`config.mk`:
```
export PLATFORM = sky130hd
export DESIGN_NAME = mem_lsu_flat
export DESIGN_NICKNAME = d
export VERILOG_FILES = /design/src/rtl/rv_mem_pkg.sv /design/src/rtl/mem_lsu_if.sv /design/src/rtl/lsu_load_align.sv /design/src/rtl/mem_lsu.sv /design/src/flat_wrapper.sv
export SDC_FILE = /design/constraint.sdc
export NUM_CORES = 1
export LEC_CHECK = 0
export CAP_MARGIN = 20
export CORE_MARGIN = 4
export CORE_UTILIZATION = 40
export DETAILED_ROUTE_END_ITERATION = 8
export PLACE_DENSITY = 0.86
export SLEW_MARGIN = 10
export SYNTH_ARGS = -nofsm -noshare
export SYNTH_HDL_FRONTEND = slang
export SYNTH_SLANG_ARGS = --single-unit
```
`constraint.sdc`:
```
create_clock -name clock -period 1.7 [get_ports clock]
set_input_delay 0.255 -clock clock [delete_from_list [all_inputs] [get_ports clock]]
set_output_delay 0.255 -clock clock [all_outputs]
set_load 0.05 [all_outputs]
```
`src/rtl/rv_mem_pkg.sv`:
```
// rv_mem_pkg: shared definitions for the MEM-stage load/store unit.
// funct3 encodings, LSU state encoding, request struct and the
// store-lane / alignment helper functions.
package rv_mem_pkg;

  localparam logic [2:0] F3_LB  = 3'b000;
  localparam logic [2:0] F3_LH  = 3'b001;
  localparam logic [2:0] F3_LW  = 3'b010;
  localparam logic [2:0] F3_LBU = 3'b100;
  localparam logic [2:0] F3_LHU = 3'b101;
  localparam logic [2:0] F3_SB  = 3'b000;
  localparam logic [2:0] F3_SH  = 3'b001;
  localparam logic [2:0] F3_SW  = 3'b010;

  typedef enum logic [1:0] {
    LSU_IDLE = 2'd0,
    LSU_BUSY = 2'd1,
    LSU_DONE = 2'd2
  } lsu_state_e;

  // Latched access attributes needed after the request leaves IDLE.
  typedef struct packed {
    logic [2:0] f3;
    logic [1:0] off;
  } lsu_req_t;

  // funct3[1:0]: 00 byte, 01 half, 1x word (reserved codes fall into word).
  function automatic logic [3:0] store_strb(input logic [2:0] f3, input logic [1:0] off);
    case (f3[1:0])
      2'b00:   return 4'b0001 << off;
      2'b01:   return 4'b0011 << {off[1], 1'b0};
      default: return 4'b1111;
    endcase
  endfunction

  // Right-justified store data replicated across every lane it could land in.
  function automatic logic [31:0] store_wdata(input logic [2:0] f3, input logic [31:0] wd);
    case (f3[1:0])
      2'b00:   return {4{wd[7:0]}};
      2'b01:   return {2{wd[15:0]}};
      default: return wd;
    endcase
  endfunction

  function automatic logic misaligned(input logic [2:0] f3, input logic [1:0] off);
    case (f3[1:0])
      2'b00:   return 1'b0;
      2'b01:   return off[0];
      default: return |off;
    endcase
  endfunction

endpackage

```
`src/rtl/mem_lsu_if.sv`:
```
// mem_lsu_if: request/ready data bus between the LSU (master) and memory (slave).
interface mem_lsu_if;
  logic        bus_req;
  logic        bus_we;
  logic [31:0] bus_addr;
  logic [31:0] bus_wdata;
  logic [3:0]  bus_wstrb;
  logic        bus_ready;
  logic [31:0] bus_rdata;

  modport master (
    output bus_req, bus_we, bus_addr, bus_wdata, bus_wstrb,
    input  bus_ready, bus_rdata
  );

  modport slave (
    input  bus_req, bus_we, bus_addr, bus_wdata, bus_wstrb,
    output bus_ready, bus_rdata
  );
endinterface

```
`src/rtl/lsu_load_align.sv`:
```
// lsu_load_align: selects the addressed byte/half of a bus word and
// sign- or zero-extends it according to funct3. Purely combinational.
module lsu_load_align
  import rv_mem_pkg::*;
(
  input  logic [31:0] rdata,
  input  logic [1:0]  off,
  input  logic [2:0]  funct3,
  output logic [31:0] data
);

  logic [7:0]  b;
  logic [15:0] h;

  // Lane select then extension; reserved codes return the whole word.
  always_comb begin
    case (off)
      2'd0:    b = rdata[7:0];
      2'd1:    b = rdata[15:8];
      2'd2:    b = rdata[23:16];
      default: b = rdata[31:24];
    endcase
    h = off[1] ? rdata[31:16] : rdata[15:0];
    case (funct3)
      F3_LB:   data = {{24{b[7]}}, b};
      F3_LBU:  data = {24'b0, b};
      F3_LH:   data = {{16{h[15]}}, h};
      F3_LHU:  data = {16'b0, h};
      default: data = rdata;
    endcase
  end

endmodule

```
`src/rtl/mem_lsu.sv`:
```
// mem_lsu: MEM-stage load/store unit. Converts memReadM/memWriteM into a
// req/ready bus transaction, stalls the pipeline until it completes (or
// times out) and delivers formatted load data in readDataM.
// Optional feature macro: LSU_MISALIGN_TRAP_EN (adds misalignM, traps
// misaligned half/word accesses without touching the bus).
module mem_lsu
  import rv_mem_pkg::*;
#(
  parameter int TIMEOUT_CYCLES = 255
) (
  input  logic        clock,
  input  logic        reset_n,
  input  logic        memReadM,
  input  logic        memWriteM,
  input  logic [2:0]  funct3M,
  input  logic [31:0] ALUresultM,
  input  logic [31:0] writeDataM,
  output logic [31:0] readDataM,
  output logic        stallM,
  output logic        busErrM,
`ifdef LSU_MISALIGN_TRAP_EN
  output logic        misalignM,
`endif
  mem_lsu_if.master   bus
);

  localparam int CW = $clog2(TIMEOUT_CYCLES + 1);
  localparam logic [CW-1:0] CNT_LAST = CW'(TIMEOUT_CYCLES - 1);

  lsu_state_e    state;
  logic [CW-1:0] cnt;
  lsu_req_t      req_q;
  logic [31:0]   load_fmt;
  logic          access;
  logic          is_store;

  // A simultaneous read+write is treated as a load.
  assign access   = memReadM | memWriteM;
  assign is_store = memWriteM & ~memReadM;

  // Stall covers the detect cycle and every BUSY cycle; DONE lets the pipe move.
  assign stallM = reset_n & (((state == LSU_IDLE) & access) | (state == LSU_BUSY));

  lsu_load_align u_align (
    .rdata  (bus.bus_rdata),
    .off    (req_q.off),
    .funct3 (req_q.f3),
    .data   (load_fmt)
  );

  // Access FSM: latch request in IDLE, wait for ready/timeout in BUSY, release in DONE.
  always_ff @(posedge clock or negedge reset_n) begin
    if (!reset_n) begin
      state         <= LSU_IDLE;
      cnt           <= '0;
      req_q         <= '0;
      readDataM     <= '0;
      busErrM       <= 1'b0;
      bus.bus_req   <= 1'b0;
      bus.bus_we    <= 1'b0;
      bus.bus_addr  <= '0;
      bus.bus_wdata <= '0;
      bus.bus_wstrb <= '0;
`ifdef LSU_MISALIGN_TRAP_EN
      misalignM     <= 1'b0;
`endif
    end else begin
      busErrM <= 1'b0;
`ifdef LSU_MISALIGN_TRAP_EN
      misalignM <= 1'b0;
`endif
      case (state)
        LSU_IDLE: begin
          if (access) begin
            req_q <= '{f3: funct3M, off: ALUresultM[1:0]};
            cnt   <= '0;
`ifdef LSU_MISALIGN_TRAP_EN
            if (misaligned(funct3M, ALUresultM[1:0])) begin
              misalignM <= 1'b1;
              readDataM <= '0;
              state     <= LSU_DONE;
            end else
`endif
            begin
              bus.bus_req   <= 1'b1;
              bus.bus_we    <= is_store;
              bus.bus_addr  <= {ALUresultM[31:2], 2'b00};
              bus.bus_wdata <= is_store ? store_wdata(funct3M, writeDataM) : '0;
              bus.bus_wstrb <= is_store ? store_strb(funct3M, ALUresultM[1:0]) : 4'b0000;
              state         <= LSU_BUSY;
            end
          end
        end
        LSU_BUSY: begin
          // Ready on the final allowed cycle still completes without error.
          if (bus.bus_ready) begin
            bus.bus_req <= 1'b0;
            readDataM   <= bus.bus_we ? '0 : load_fmt;
            state       <= LSU_DONE;
          end else if (cnt == CNT_LAST) begin
            bus.bus_req <= 1'b0;
            readDataM   <= '0;
            busErrM     <= 1'b1;
            state       <= LSU_DONE;
          end else begin
            cnt <= cnt + CW'(1);
          end
        end
        LSU_DONE: state <= LSU_IDLE;
        default:  state <= LSU_IDLE;
      endcase
    end
  end

endmodule

```
`src/flat_wrapper.sv`:
```
// flat-port wrapper written by rule: the top's interface ports become plain ports
module mem_lsu_flat import rv_mem_pkg::*;
#(
  parameter int TIMEOUT_CYCLES = 255
)
  (clock, reset_n, memReadM, memWriteM, funct3M, ALUresultM, writeDataM, readDataM, stallM, busErrM, bus_bus_req, bus_bus_we, bus_bus_addr, bus_bus_wdata, bus_bus_wstrb, bus_bus_ready, bus_bus_rdata);
  mem_lsu_if bus_i ();
  input  logic clock;
  input  logic reset_n;
  input  logic memReadM;
  input  logic memWriteM;
  input  logic [2:0] funct3M;
  input  logic [31:0] ALUresultM;
  input  logic [31:0] writeDataM;
  output logic [31:0] readDataM;
  output logic stallM;
  output logic busErrM;
  output wire logic [$bits(bus_i.bus_req)-1:0] bus_bus_req;
  output wire logic [$bits(bus_i.bus_we)-1:0] bus_bus_we;
  output wire logic [$bits(bus_i.bus_addr)-1:0] bus_bus_addr;
  output wire logic [$bits(bus_i.bus_wdata)-1:0] bus_bus_wdata;
  output wire logic [$bits(bus_i.bus_wstrb)-1:0] bus_bus_wstrb;
  input wire logic [$bits(bus_i.bus_ready)-1:0] bus_bus_ready;
  input wire logic [$bits(bus_i.bus_rdata)-1:0] bus_bus_rdata;
  assign bus_bus_req = bus_i.bus_req;
  assign bus_bus_we = bus_i.bus_we;
  assign bus_bus_addr = bus_i.bus_addr;
  assign bus_bus_wdata = bus_i.bus_wdata;
  assign bus_bus_wstrb = bus_i.bus_wstrb;
  assign bus_i.bus_ready = bus_bus_ready;
  assign bus_i.bus_rdata = bus_bus_rdata;
  mem_lsu #(.TIMEOUT_CYCLES(TIMEOUT_CYCLES)) u_core (.clock(clock), .reset_n(reset_n), .memReadM(memReadM), .memWriteM(memWriteM), .funct3M(funct3M), .ALUresultM(ALUresultM), .writeDataM(writeDataM), .readDataM(readDataM), .stallM(stallM), .busErrM(busErrM), .bus(bus_i));
endmodule
```
==> flow_summary.ini, run 1 <==
[routing]
drcViolationCount = 0
wire_per_inst_um = 17.0
dr.pass1.iters = 5
drt-initial-drc-count = 359
wirelength_mm = 16.0
ant_nets = 0
routed_via_density = 5.26
via_count = 4944

[setup_path]
cp.required_ns = 1.98
crit_type = reg -> reg
crit_chain = inv_1 -> ha_2 -> nand4_4 -> nor2_4 -> o21ai_2 -> buf_12 -> a221o_1
crit_path_start_kind = register
path_max_fanout = 33
crit_slowest_cell = dfrtp_1
slowest_delay_ns = 0.38
crit_arrival_ns = 1.96
crit_path_end_kind = register
r2r_cells = 7

[clock_tree]
cts_tree = built
cts-htree-levels = 4
clock-sinks = 116
worstSkewPairLatency_ns = 0.41
clk_pin_slew_ns = 0.06
clockRootBuffer = clkbuf_16
cts_buffer_depth = 2
cts_buffers = 17

[yosys]
ys_warn_count = 0
synthDominantCellAreaShare = 0.547
netlist_area_sq_um = 5310
ys_ff_latch = 116
synth_area_leader_cell = dfrtp_1
synthCells = 530
yosysSeqAreaShare = 0.547
synth_async_sr_flop_share = 1.00
synthTopCellsByArea = dfrtp_1 55%, nand2_1 11%, o21ai_0 3.7%
syn_area_per_cell_sq_um = 10.0
synthDistinctLibCells = 49
synth_edf_count = 0
synthFlopType = dfrtp_1

[sta]
max_slew_margin = 0.589
fin_skew_ns = 0.00878
finalSetupViolCount = 0
fmax_mhz = 596
fin_crit_sh = 0.988
tightest_slew_ns = 0.617
rsz0062_at_grt = true
timing.final.hold_violations = 0
min_period_ns = 1.68
maxSlewViolCount = 0

[floorplan]
die_area_sq_um = 15200
start_util = 0.414
die_w_um = 123
core-area_sq_um = 12800
num_rows = 41
die_y_um = 123
pin_count = 208

[power]
power_density_nw_per_um2 = 2130
p_int_w = 0.00925
sw_frac_of_total = 0.467
pwr-share-comb = 0.527
power_w = 0.0173
vdd_drop_max_v = 0.00133
pwr-share-clk = 0.203
leakage_nw = 3.91
p_sw_w = 0.00810
power_frac_seq = 0.269

[run]
cap_violations = 0

[grt]
grt_pass1_vias = 5109
grt_pass1_wl_mm = 25.3
grt.overflow.total = 0
grt_usage = 0.215
grt_max_degree = 117
antenna_found_initial = 0

[finish]
fin_area_sq_um = 8130
final_nets = 861
num_antenna_cells = 0
layout-drive-gt1-share = 0.250
area_delta_synth_final_pct = 53.2

[place]
gp_congestion = 0.935
placed_area_sq_um = 7490
port-buffer-count = 205
dp_hpwl_mm = 11.7

[run_status]
outcome = finished clean

[worst_hold_path]
hold_path_class = in -> reg
hold_path_depth = 3
==> routing by layer <==
layer  up-vias  GRT usage  share of wire
li1       2284          -              -
met1      2418      0.249           0.40
met2       207      0.368           0.50
met3        35     0.0636          0.081
met4         0     0.0990          0.026
met5         -          0              0
==> worst max-delay path: cells and delay by family (launching register included) <==
family / cells / cell delay [ns]
AO/OA/AOI/OAI: 2 / 0.46
flip-flops: 1 / 0.38
AND/OR/NAND/NOR: 2 / 0.26
buffers and inverters: 2 / 0.24
adder cells (fa/ha/maj): 1 / 0.20
==> sequential cells by signal, indices dropped and copies added (netlist names) <==
register,flops
u_core.cnt,8
u_core.state,2
u_core.busErrM,1
u_core.bus.bus_addr,30
u_core.bus.bus_wstrb,4
u_core.req_q,5
u_core.bus.bus_we,1
u_core.bus.bus_wdata,32
u_core.readDataM,32
u_core.bus.bus_req,1
==> worst paths after layout <==
path / to / slack, ns / startpoint
min in group asynchronous: u_core.state[0] / 0.49 / reset_n
setup / recovery: u_core.readDataM[30] / 0.02 / u_core.cnt[0]
hold reg to reg: u_core.bus.bus_wdata[16] / 0.48 / u_core.bus.bus_wdata[16]
setup reg to reg: u_core.readDataM[30] / 0.02 / u_core.cnt[0]
max in group asynchronous: u_core.req_q[1] / 0.74 / reset_n
hold / removal: u_core.bus.bus_addr[18] / 0.37 / ALUresultM[18]
==> timing repair <==
action | in CTS | in global routing
gates resized for setup | 2 | 5
endpoints found under the setup margin | 16 | 20
pin swaps | 1 | 3
hold endpoints to repair | 116 | 0
hold buffers | 1 | 0
cloned | 0 | 0
buffers inserted | 1 | 0
==> Yosys cell counts (3+ instances only) <==
| library cell | number |
|---|---|
| nand2_1 | 149 |
| dfrtp_1 | 116 |
| o21ai_0 | 39 |
| nor2b_1 | 25 |
| clkbuf_1 | 19 |
| mux2i_1 | 19 |
| a21oi_1 | 17 |
| a221o_1 | 16 |
| a22o_1 | 16 |
| o21ai_1 | 13 |
| buf_2 | 10 |
| nor2_1 | 10 |
| mux2_2 | 8 |
| o22ai_1 | 7 |
| o2bb2ai_1 | 7 |
| or3_1 | 5 |
| inv_1 | 4 |
| nand2b_1 | 4 |
| nand3_1 | 4 |
| buf_4 | 3 |
| buf_6 | 3 |
==> cells in the final DEF (no fill, tap or decap), types with 3 or more instances in the layout <==
cell type | netlist | routed
nand2_1 | 149 | 149
buf_4 | 3 | 130
dfrtp_1 | 116 | 115
clkdlybuf4s50_1 | 0 | 102
o21ai_0 | 39 | 39
nor2b_1 | 25 | 25
mux2i_1 | 19 | 19
a21oi_1 | 17 | 17
clkbuf_16 | 0 | 17
a22o_1 | 16 | 16
a221o_1 | 16 | 16
o21ai_1 | 13 | 11
nor2_1 | 10 | 9
mux2_2 | 8 | 8
o22ai_1 | 7 | 7
o2bb2ai_1 | 7 | 7
buf_12 | 0 | 7
or3_1 | 5 | 5
inv_1 | 4 | 4
nand3_1 | 4 | 4
nand2b_1 | 4 | 4
clkbuf_8 | 0 | 4
clkinv_2 | 0 | 3
clkbuf_1 | 19 | 3
==> layout make-up <==
type	instances	area (sq um)
Multi-Input combinational cell	376	2260
Timing Repair Buffer	240	2150
Sequential cell	116	2900
Clock inverter	8	98.8
Clock buffer	24	492
Fill cell	1032	4690
Inverter	4	15.0
Tap cell	172	215
==> power by group through the flow <==
| stage | Sequential, W | Clock, W | Combinational, W |
|---|---|---|---|
| 2_1_floorplan | 0.00813 | 0 | 0.00249 |
| 3_3_place_gp | 0.00463 | 0 | 0.00898 |
| 3_5_place_dp | 0.00468 | 0 | 0.00916 |
| 4_1_cts | 0.00467 | 0.00359 | 0.00919 |
| 5_1_grt | 0.00481 | 0.00373 | 0.00969 |
| 6_report | 0.00467 | 0.00353 | 0.00915 |
==> cells by family (layout without fill, tap and decap cells) <==
group	count (synthesis)	after routing	share of synthesized area
simple gates	216	216	0.189
compound gates	125	125	0.158
flops	116	116	0.547
buf+inv	39	276	0.0363
mux	30	30	0.0627
fa+ha+maj	2	2	0.00471
other cells	1	2	0.000706
xor+xnor	1	1	0.00165
==> metrics by stage <==
| step | setup TNS [ns] | setup WS (ns) | utilization | cells | hold WS [ns] |
|---|---|---|---|---|---|
| 2_1_floorplan | 0 | 0.0202 | - | 531 | -0.0406 |
| 3_3_place_gp | -3.62 | -0.208 | 0.584 | 906 | 0.404 |
| 3_5_place_dp | -5.85 | -0.319 | 0.584 | 906 | 0.416 |
| 4_1_cts | 0 | 0.00358 | 0.632 | 940 | 0.351 |
| 5_1_grt | -0.444 | -0.0387 | 0.634 | 940 | 0.361 |
| 6_report | 0 | 0.0210 | 0.634 | 940 | 0.373 |
Note: power is estimated with default switching activity, not from simulation.
==> inputs of run 2 (changes only) <==
--- a/config.mk
+++ b/config.mk
@@ -6,10 +6,11 @@
 export NUM_CORES = 1
 export LEC_CHECK = 0
 export CAP_MARGIN = 20
-export CORE_MARGIN = 4
-export CORE_UTILIZATION = 40
+export CELL_PAD_IN_SITES_DETAIL_PLACEMENT = 2
+export CELL_PAD_IN_SITES_GLOBAL_PLACEMENT = 2
+export CORE_UTILIZATION = 23
 export DETAILED_ROUTE_END_ITERATION = 8
-export PLACE_DENSITY = 0.86
+export PLACE_DENSITY = 0.85
 export SLEW_MARGIN = 10
 export SYNTH_ARGS = -nofsm -noshare
 export SYNTH_HDL_FRONTEND = slang
==> flow_summary.ini, run 2 (synthesis results as in run 1) <==
[run_status]
outcome = finished, violations left
violations = hold timing

[sta]
maxSlewViolCount = 0
hold-worst-slack_ns = -0.0590
min_period_ns = 1.66
tightest_slew_ns = 0.706
rsz0062_at_grt = true
fin_crit_sh = 0.975
max_slew_margin = 0.529
finalSetupViolCount = 0
timing.final.hold_violations = 42
fin_skew_ns = 0.00959
fmax_mhz = 603

[setup_path]
cp.buffers_inverters = 2
crit_arrival_ns = 1.95
crit_path_start_kind = register
path_max_fanout = 26
crit_family = compound AO/OA/AOI/OAI gates
slowest_delay_ns = 0.38
r2r-end = u_core.readDataM[31]
worst-r2r-setup-slack_ns = 0.04
startpoint = u_core.cnt[0]
cp.required_ns = 1.99
r2r_cells = 7
crit_path_end_kind = register
regToRegStartpoint = u_core.cnt[0]
crit_type = reg -> reg
crit_chain = inv_1 -> ha_2 -> nand4_4 -> nor2_4 -> o21ai_4 -> buf_12 -> a221o_1
crit_slowest_cell = dfrtp_1

[floorplan]
die_area_sq_um = 23700
pin_count = 208
num_rows = 55
die_y_um = 154
core-area_sq_um = 22600
die_w_um = 154
start_util = 0.234

[routing]
wirelength_mm = 20.5
via_count = 5024
wire_per_inst_um = 19.3
drt-initial-drc-count = 158
drcViolationCount = 0
dr.pass1.iters = 4
routed_via_density = 4.73
ant_nets = 0

[clock_tree]
cts_buffer_depth = 2
hold_buffers = 0
cts-htree-levels = 4
worstSkewPairLatency_ns = 0.41
clock-sinks = 116
clockRootBuffer = clkbuf_16
cts_buffers = 17
clk_pin_slew_ns = 0.06
cts_tree = built

[power]
leakage_nw = 3.96
vdd_drop_max_v = 0.000785
power_density_nw_per_um2 = 2120

[place]
port-buffer-count = 205
dp_hpwl_mm = 15.0
gp_congestion = 0.778
placed_area_sq_um = 7710

[grt]
grt_max_degree = 117
grt_pass1_wl_mm = 32.4
grt.overflow.total = 0
grt_usage = 0.178
antenna_found_initial = 0
grt_pass1_vias = 5696

[finish]
final_nets = 872
layout-drive-gt1-share = 0.262
reg_top3 = u_core.bus.bus_wdata (32), u_core.readDataM (32), u_core.bus.bus_addr (30)
area_delta_synth_final_pct = 57.4
final_cell_mix = 149 x nand2_1, 142 x buf_4, 116 x dfrtp_1
final_common_cell = nand2_1
num_antenna_cells = 0
fin_area_sq_um = 8360

[worst_hold_path]
hold_path_class = in -> async

[run]
cap_violations = 0
run 2: timing repair:
action                                  4_1_cts  5_1_grt
endpoints found under the setup margin       18       24
resized for setup                             4        5
pin swaps                                     0        3
buffers inserted                              2        3
run 2: cell type report:
type,instances,area (sq um)
Multi-Input combinational cell,376,2290
Tap cell,285,357
Clock inverter,9,105
Fill cell,2450,14300
Inverter,4,15.0
Clock buffer,22,464
Timing Repair Buffer,251,2230
Sequential cell,116,2900
run 2: worst max path at each step:
stage          slack [ns]  cells past startpoint                   end
2_1_floorplan        0.02                      7  u_core.readDataM[29]
3_3_place_gp        -0.27                      5  u_core.readDataM[27]
3_5_place_dp        -0.38                      5  u_core.readDataM[25]
4_1_cts             0.005                      7  u_core.readDataM[25]
5_1_grt             -0.03                      7  u_core.readDataM[21]
6_report             0.04                      7  u_core.readDataM[31]
run 2: metal layers:
layer  vias to the layer above  global-route usage  part of all wire
li1                       2304                   -                 -
met5                         -                   0                 0
met2                       181               0.309              0.50
met4                         0              0.0448             0.011
met3                        15              0.0631             0.075
met1                      2524               0.208              0.42
run 2: through the flow:
| step | setup slack [ns] | instances | util | total power, W | setup TNS, ns |
|---|---|---|---|---|---|
| final | 0.0419 | 1063 | 0.369 | 0.0177 | 0 |
| after global routing | -0.0262 | 1063 | 0.369 | 0.0187 | -0.245 |
| after CTS | 0.00520 | 1060 | 0.367 | 0.0179 | 0 |
| after detailed placement | -0.381 | 1027 | 0.341 | 0.0143 | -8.39 |
| after global placement | -0.269 | 1027 | 0.341 | 0.0140 | -5.14 |
| after floorplan | 0.0202 | 531 | - | 0.0106 | 0 |
run 2: where the power goes:
part / switching (W) / internal [W]
clock: 0.00133 / 0.00222
combinational: 0.00634 / 0.00316
sequential: 0.000808 / 0.00389
total: 0.00848 / 0.00927
